File: src/rtl/blink_sched.sv
// rtl/blink_sched.sv - round-robin scheduler granting a shared LED for fixed-length blink bursts
module blink_sched #(
  parameter int CBITS  = 4,
  parameter int BLINKS = 3
) (
  input  logic       clk,
  input  logic       rst,
  input  logic       en,
  input  logic [3:0] req,
  output logic       led,
  output logic [3:0] grant,
  output logic [1:0] gid,
  output logic       busy,
  output logic       done,
  output logic       tick
);

  typedef enum logic [1:0] {IDLE, ON, OFF, GAP} state_t;

  localparam logic [3:0] LAST = 4'(BLINKS - 1);

  state_t           state, state_n;
  logic [CBITS-1:0] pre;
  logic [3:0]       bcnt, bcnt_n;
  logic [1:0]       ptr, ptr_n, gid_n;
  logic [1:0]       win, idx;
  logic             win_ok;
  logic             led_n, busy_n, done_n;
  logic [3:0]       grant_n;

  assign tick = (pre == {CBITS{1'b1}});

  always_ff @(posedge clk or posedge rst) begin
    if (rst) pre <= '0;
    else     pre <= pre + 1'b1;
  end

  // Round-robin search starting just after the last winner.
  always_comb begin
    win    = '0;
    win_ok = 1'b0;
    idx    = '0;
    for (int k = 1; k <= 4; k++) begin
      idx = ptr + 2'(k);
      if (!win_ok && req[idx]) begin
        win    = idx;
        win_ok = 1'b1;
      end
    end
  end

  always_comb begin
    state_n = state;
    bcnt_n  = bcnt;
    ptr_n   = ptr;
    gid_n   = gid;
    led_n   = led;
    grant_n = grant;
    done_n  = 1'b0;
    case (state)
      IDLE: begin
        if (tick && en && win_ok) begin
          state_n = ON;
          grant_n = 4'b0001 << win;
          gid_n   = win;
          ptr_n   = win;
          bcnt_n  = '0;
          led_n   = 1'b1;
        end
      end
      ON: begin
        if (tick) begin
          state_n = OFF;
          led_n   = 1'b0;
        end
      end
      OFF: begin
        if (tick) begin
          if (bcnt == LAST) begin
            state_n = GAP;
            grant_n = '0;
            done_n  = 1'b1;
          end else begin
            bcnt_n  = bcnt + 1'b1;
            state_n = ON;
            led_n   = 1'b1;
          end
        end
      end
      GAP: begin
        if (tick) state_n = IDLE;
      end
      default: state_n = IDLE;
    endcase
    // Disable aborts any burst immediately, without a completion pulse.
    if (!en && state != IDLE) begin
      state_n = IDLE;
      led_n   = 1'b0;
      grant_n = '0;
      done_n  = 1'b0;
    end
    busy_n = (state_n != IDLE);
  end

  always_ff @(posedge clk or posedge rst) begin
    if (rst) begin
      state <= IDLE;
      bcnt  <= '0;
      ptr   <= 2'd3;
      gid   <= '0;
      led   <= 1'b0;
      grant <= '0;
      busy  <= 1'b0;
      done  <= 1'b0;
    end else begin
      state <= state_n;
      bcnt  <= bcnt_n;
      ptr   <= ptr_n;
      gid   <= gid_n;
      led   <= led_n;
      grant <= grant_n;
      busy  <= busy_n;
      done  <= done_n;
    end
  end

endmodule

File: config.mk
export PLATFORM = sky130hd
export DESIGN_NAME = blink_sched
export DESIGN_NICKNAME = d
export VERILOG_FILES = /design/src/rtl/blink_sched.sv
export SDC_FILE = /design/constraint.sdc
export NUM_CORES = 1
export LEC_CHECK = 0
export CELL_PAD_IN_SITES_DETAIL_PLACEMENT = 1
export CELL_PAD_IN_SITES_GLOBAL_PLACEMENT = 2
export CORE_MARGIN = 10
export CORE_UTILIZATION = 31
export CTS_CLUSTER_SIZE = 24
export DETAILED_ROUTE_END_ITERATION = 10
export PLACE_DENSITY_LB_ADDON = 0.3
export SETUP_SLACK_MARGIN = 0.3
export SYNTH_ARGS = -nofsm -noshare
export SYNTH_HDL_FRONTEND = slang
export SYNTH_SLANG_ARGS = --single-unit
File: constraint.sdc
create_clock -name clk -period 1.6 [get_ports clk]
set_input_delay 0.48 -clock clk [delete_from_list [all_inputs] [get_ports clk]]
set_output_delay 0.48 -clock clk [all_outputs]
set_load 0.03 [all_outputs]
==> metrics.txt <==
initial antenna violation count 0; Lkg Pwr 0.00101 uW; most used cell, CP buf_6; outcome complete, but fails checks; CP required 1.12 ns; first-pass GRT wire length 7360 um; Clk pwr share 14.8%; max_cap viols 0; total congestion overflow 0; Slew HR 65.5%; CP Launch Type flip-flop; Critical Path AT 1.27 ns; CTS Buf Count 3; Synth area leaders dfrtp_1, ha_1, dfstp_2; RSZ-0062 raised after global routing true; failing checks setup timing; Clock Skew 0.00465 ns; fraction of final layout cells sized beyond drive strength 1 67.2%; Seq pwr share 28.4%; asr flop ratio synth 100%; critical path type reg2out; largest net degree at the start of global routing 22; drt wl/cell 19.5 um; pre-CTS setup slack -0.606 ns; crit end category output pin; Layout Cells excl Fill 237; core area 3740 um2; Synth Instances 119; GPL Wtd Cong 0.779; First DRT Iteration DRCs 59; clock-pin slew on the worst setup and hold paths 0.09 ns; Ports 17; starting density of the core 33.0%; PwrDens 1090 nW/um2; area of the mapped netlist 1230 um2; Fin. Hold Viols 0; switch share 38.3%; critical path peak fanout 4; R2R depth 5; DIE WIDTH 83.1 um; all-layer global routing usage 12.9%; critical path, cell by cell ha_4 -> nand3_4 -> inv_6 -> buf_6 -> buf_6; Die ar. 6900 um2; post-layout minimum cycle time 1.75 ns; Post-DRT Antenna Nets 0; endpoints failing setup 15; main flop type after synthesis dfrtp_1; # rows 22; TritonCTS clock tree yes; H-tree Lvls 1; clock buffer depth 2; CP max-delay cell dfrtp_1; switching pwr 962 uW; vias in the first global route 1435; peak supply drop 541 uV; most frequent cell after synthesis dfrtp_1; Worst-Margin Slew 0.512 ns; # DRC 0; fmax 571 MHz; Root Buffer clkbuf_8; final worst slack -0.152 ns; chip height 83.1 um; Cells after DPL 210; PortBufs 16; ANT cells 0; Via density 5.26; Yosys warnings 0; Distinct cells, synth 48; hpwl dp 2630 um; Routed WL 4610 um; cell count of the worst hold path 1; largest area contributor in the netlist dfrtp_1; Int Power 1550 uW; drt pass-1 iters 4; syn_nets 133; Power, Total 2510 uW; Post-synth EDFFs 0; Layout area overhead 87.4%; CP max stage delay 0.42 ns; Mapped Avg Cell Area 10.4 um2; clock sinks 21; Vias 1246; Tcrit/Tclk final 109%; synthesized flop and latch total 21; Slew Limit Fails 0; Final #Nets 204; Worst-Skew Late Latency 0.27 ns; most frequent cells after synthesis dfrtp_1, inv_1, ha_1; register area share after synthesis 42.8%; Combinational Power Share 56.8%; worst hold-check path type reg2reg; top-area cell type share of the netlist area 38.5%
==> metrics by stage <==
step | util (%) | instance area (um2) | setup TNS, ns | hold WS, ns
floorplan | - | 1280 | -0.187 | 0.421
global placement | 45.1 | 1690 | -7.35 | 0.470
detailed placement | 45.1 | 1690 | -8.20 | 0.487
CTS | 56.5 | 2110 | -0.644 | 0.513
global route | 61.8 | 2310 | -2.14 | 0.577
finish | 61.8 | 2310 | -1.20 | 0.524
==> final timing paths <==
| kind | start | end | slack, ns |
|---|---|---|---|
| max | pre[0]$_DFF_PP0_ | tick | -0.15 |
| max in group asynchronous | rst | ptr[1]$_DFFE_PP1P_ | 0.75 |
| min reg2reg | led$_DFFE_PP0P_ | led$_DFFE_PP0P_ | 0.52 |
| min in group asynchronous | rst | pre[0]$_DFF_PP0_ | 0.56 |
| min | led$_DFFE_PP0P_ | led$_DFFE_PP0P_ | 0.52 |
| max reg2reg | state[1]$_DFF_PP0_ | busy$_DFF_PP0_ | -0.15 |
==> flip-flops by register name (all words and copies together), names as in the netlist, 2 cells and up <==
name,count
pre,4
state,2
bcnt,4
grant,4
ptr,2
gid,2
==> critical path: cells and delay by family, from the launching register on <==
| family | cells | cell delay, ns |
|---|---|---|
| DFF | 1 | 0.42 |
| and+or+nand+nor | 1 | 0.11 |
| buffers and inverters | 3 | 0.28 |
| adders and majority gates | 1 | 0.19 |
==> layout make-up <==
| type | count | area (um2) |
|---|---|---|
| flip-flops and latches | 21 | 529 |
| multi-input cells | 83 | 977 |
| clock buffers | 3 | 41.3 |
| inverters | 11 | 46.3 |
| clock inverters | 1 | 7.51 |
| repair buffers | 70 | 651 |
| fillers | 396 | 1430 |
| well taps | 48 | 60.1 |
==> what timing repair did <==
action                     in CTS  in global routing
resized for setup             119                 30
setup endpoints to repair      27                 27
hold buffers                    0                  0
setup buffers                  16                  7
pin swaps                      13                 19
==> cell families after synthesis <==
logic type	Yosys count	synth area share [%]
buf+inv	15	5.48
mux	4	4.46
fa+ha+maj	7	7.10
flops	21	42.8
compound gates	35	21.9
simple gates	35	16.8
xor+xnor	2	1.42
==> metal layers <==
metal | wire [um] | vias up | track usage [%]
met5 | 0 | - | 0
met4 | 143 | 0 | 6.77
met3 | 123 | 12 | 2.44
met2 | 2570 | 21 | 24.4
met1 | 1770 | 635 | 12.8
li1 | - | 578 | -
==> power by group through the flow <==
stage / combinational [uW] / sequential, uW / clock, uW
after detailed placement: 945 / 705 / 0
after floorplan: 410 / 849 / 0
after global placement: 919 / 698 / 0
after global routing: 1510 / 730 / 400
after CTS: 1180 / 708 / 383
final: 1430 / 712 / 372
==> layout by cell type, fill, tap and decap left out, types with 3 or more instances in the layout <==
| cell | instances |
|---|---|
| ha_4 | 6 |
| and3_4 | 3 |
| inv_2 | 3 |
| nand2_1 | 3 |
| clkbuf_8 | 3 |
| o21ai_2 | 6 |
| o21ai_1 | 3 |
| buf_6 | 26 |
| nor2b_1 | 4 |
| dfrtp_1 | 18 |
| inv_1 | 6 |
| buf_4 | 37 |
| nor2_1 | 4 |
| o31ai_4 | 4 |
(Power assumes the default switching activity.)
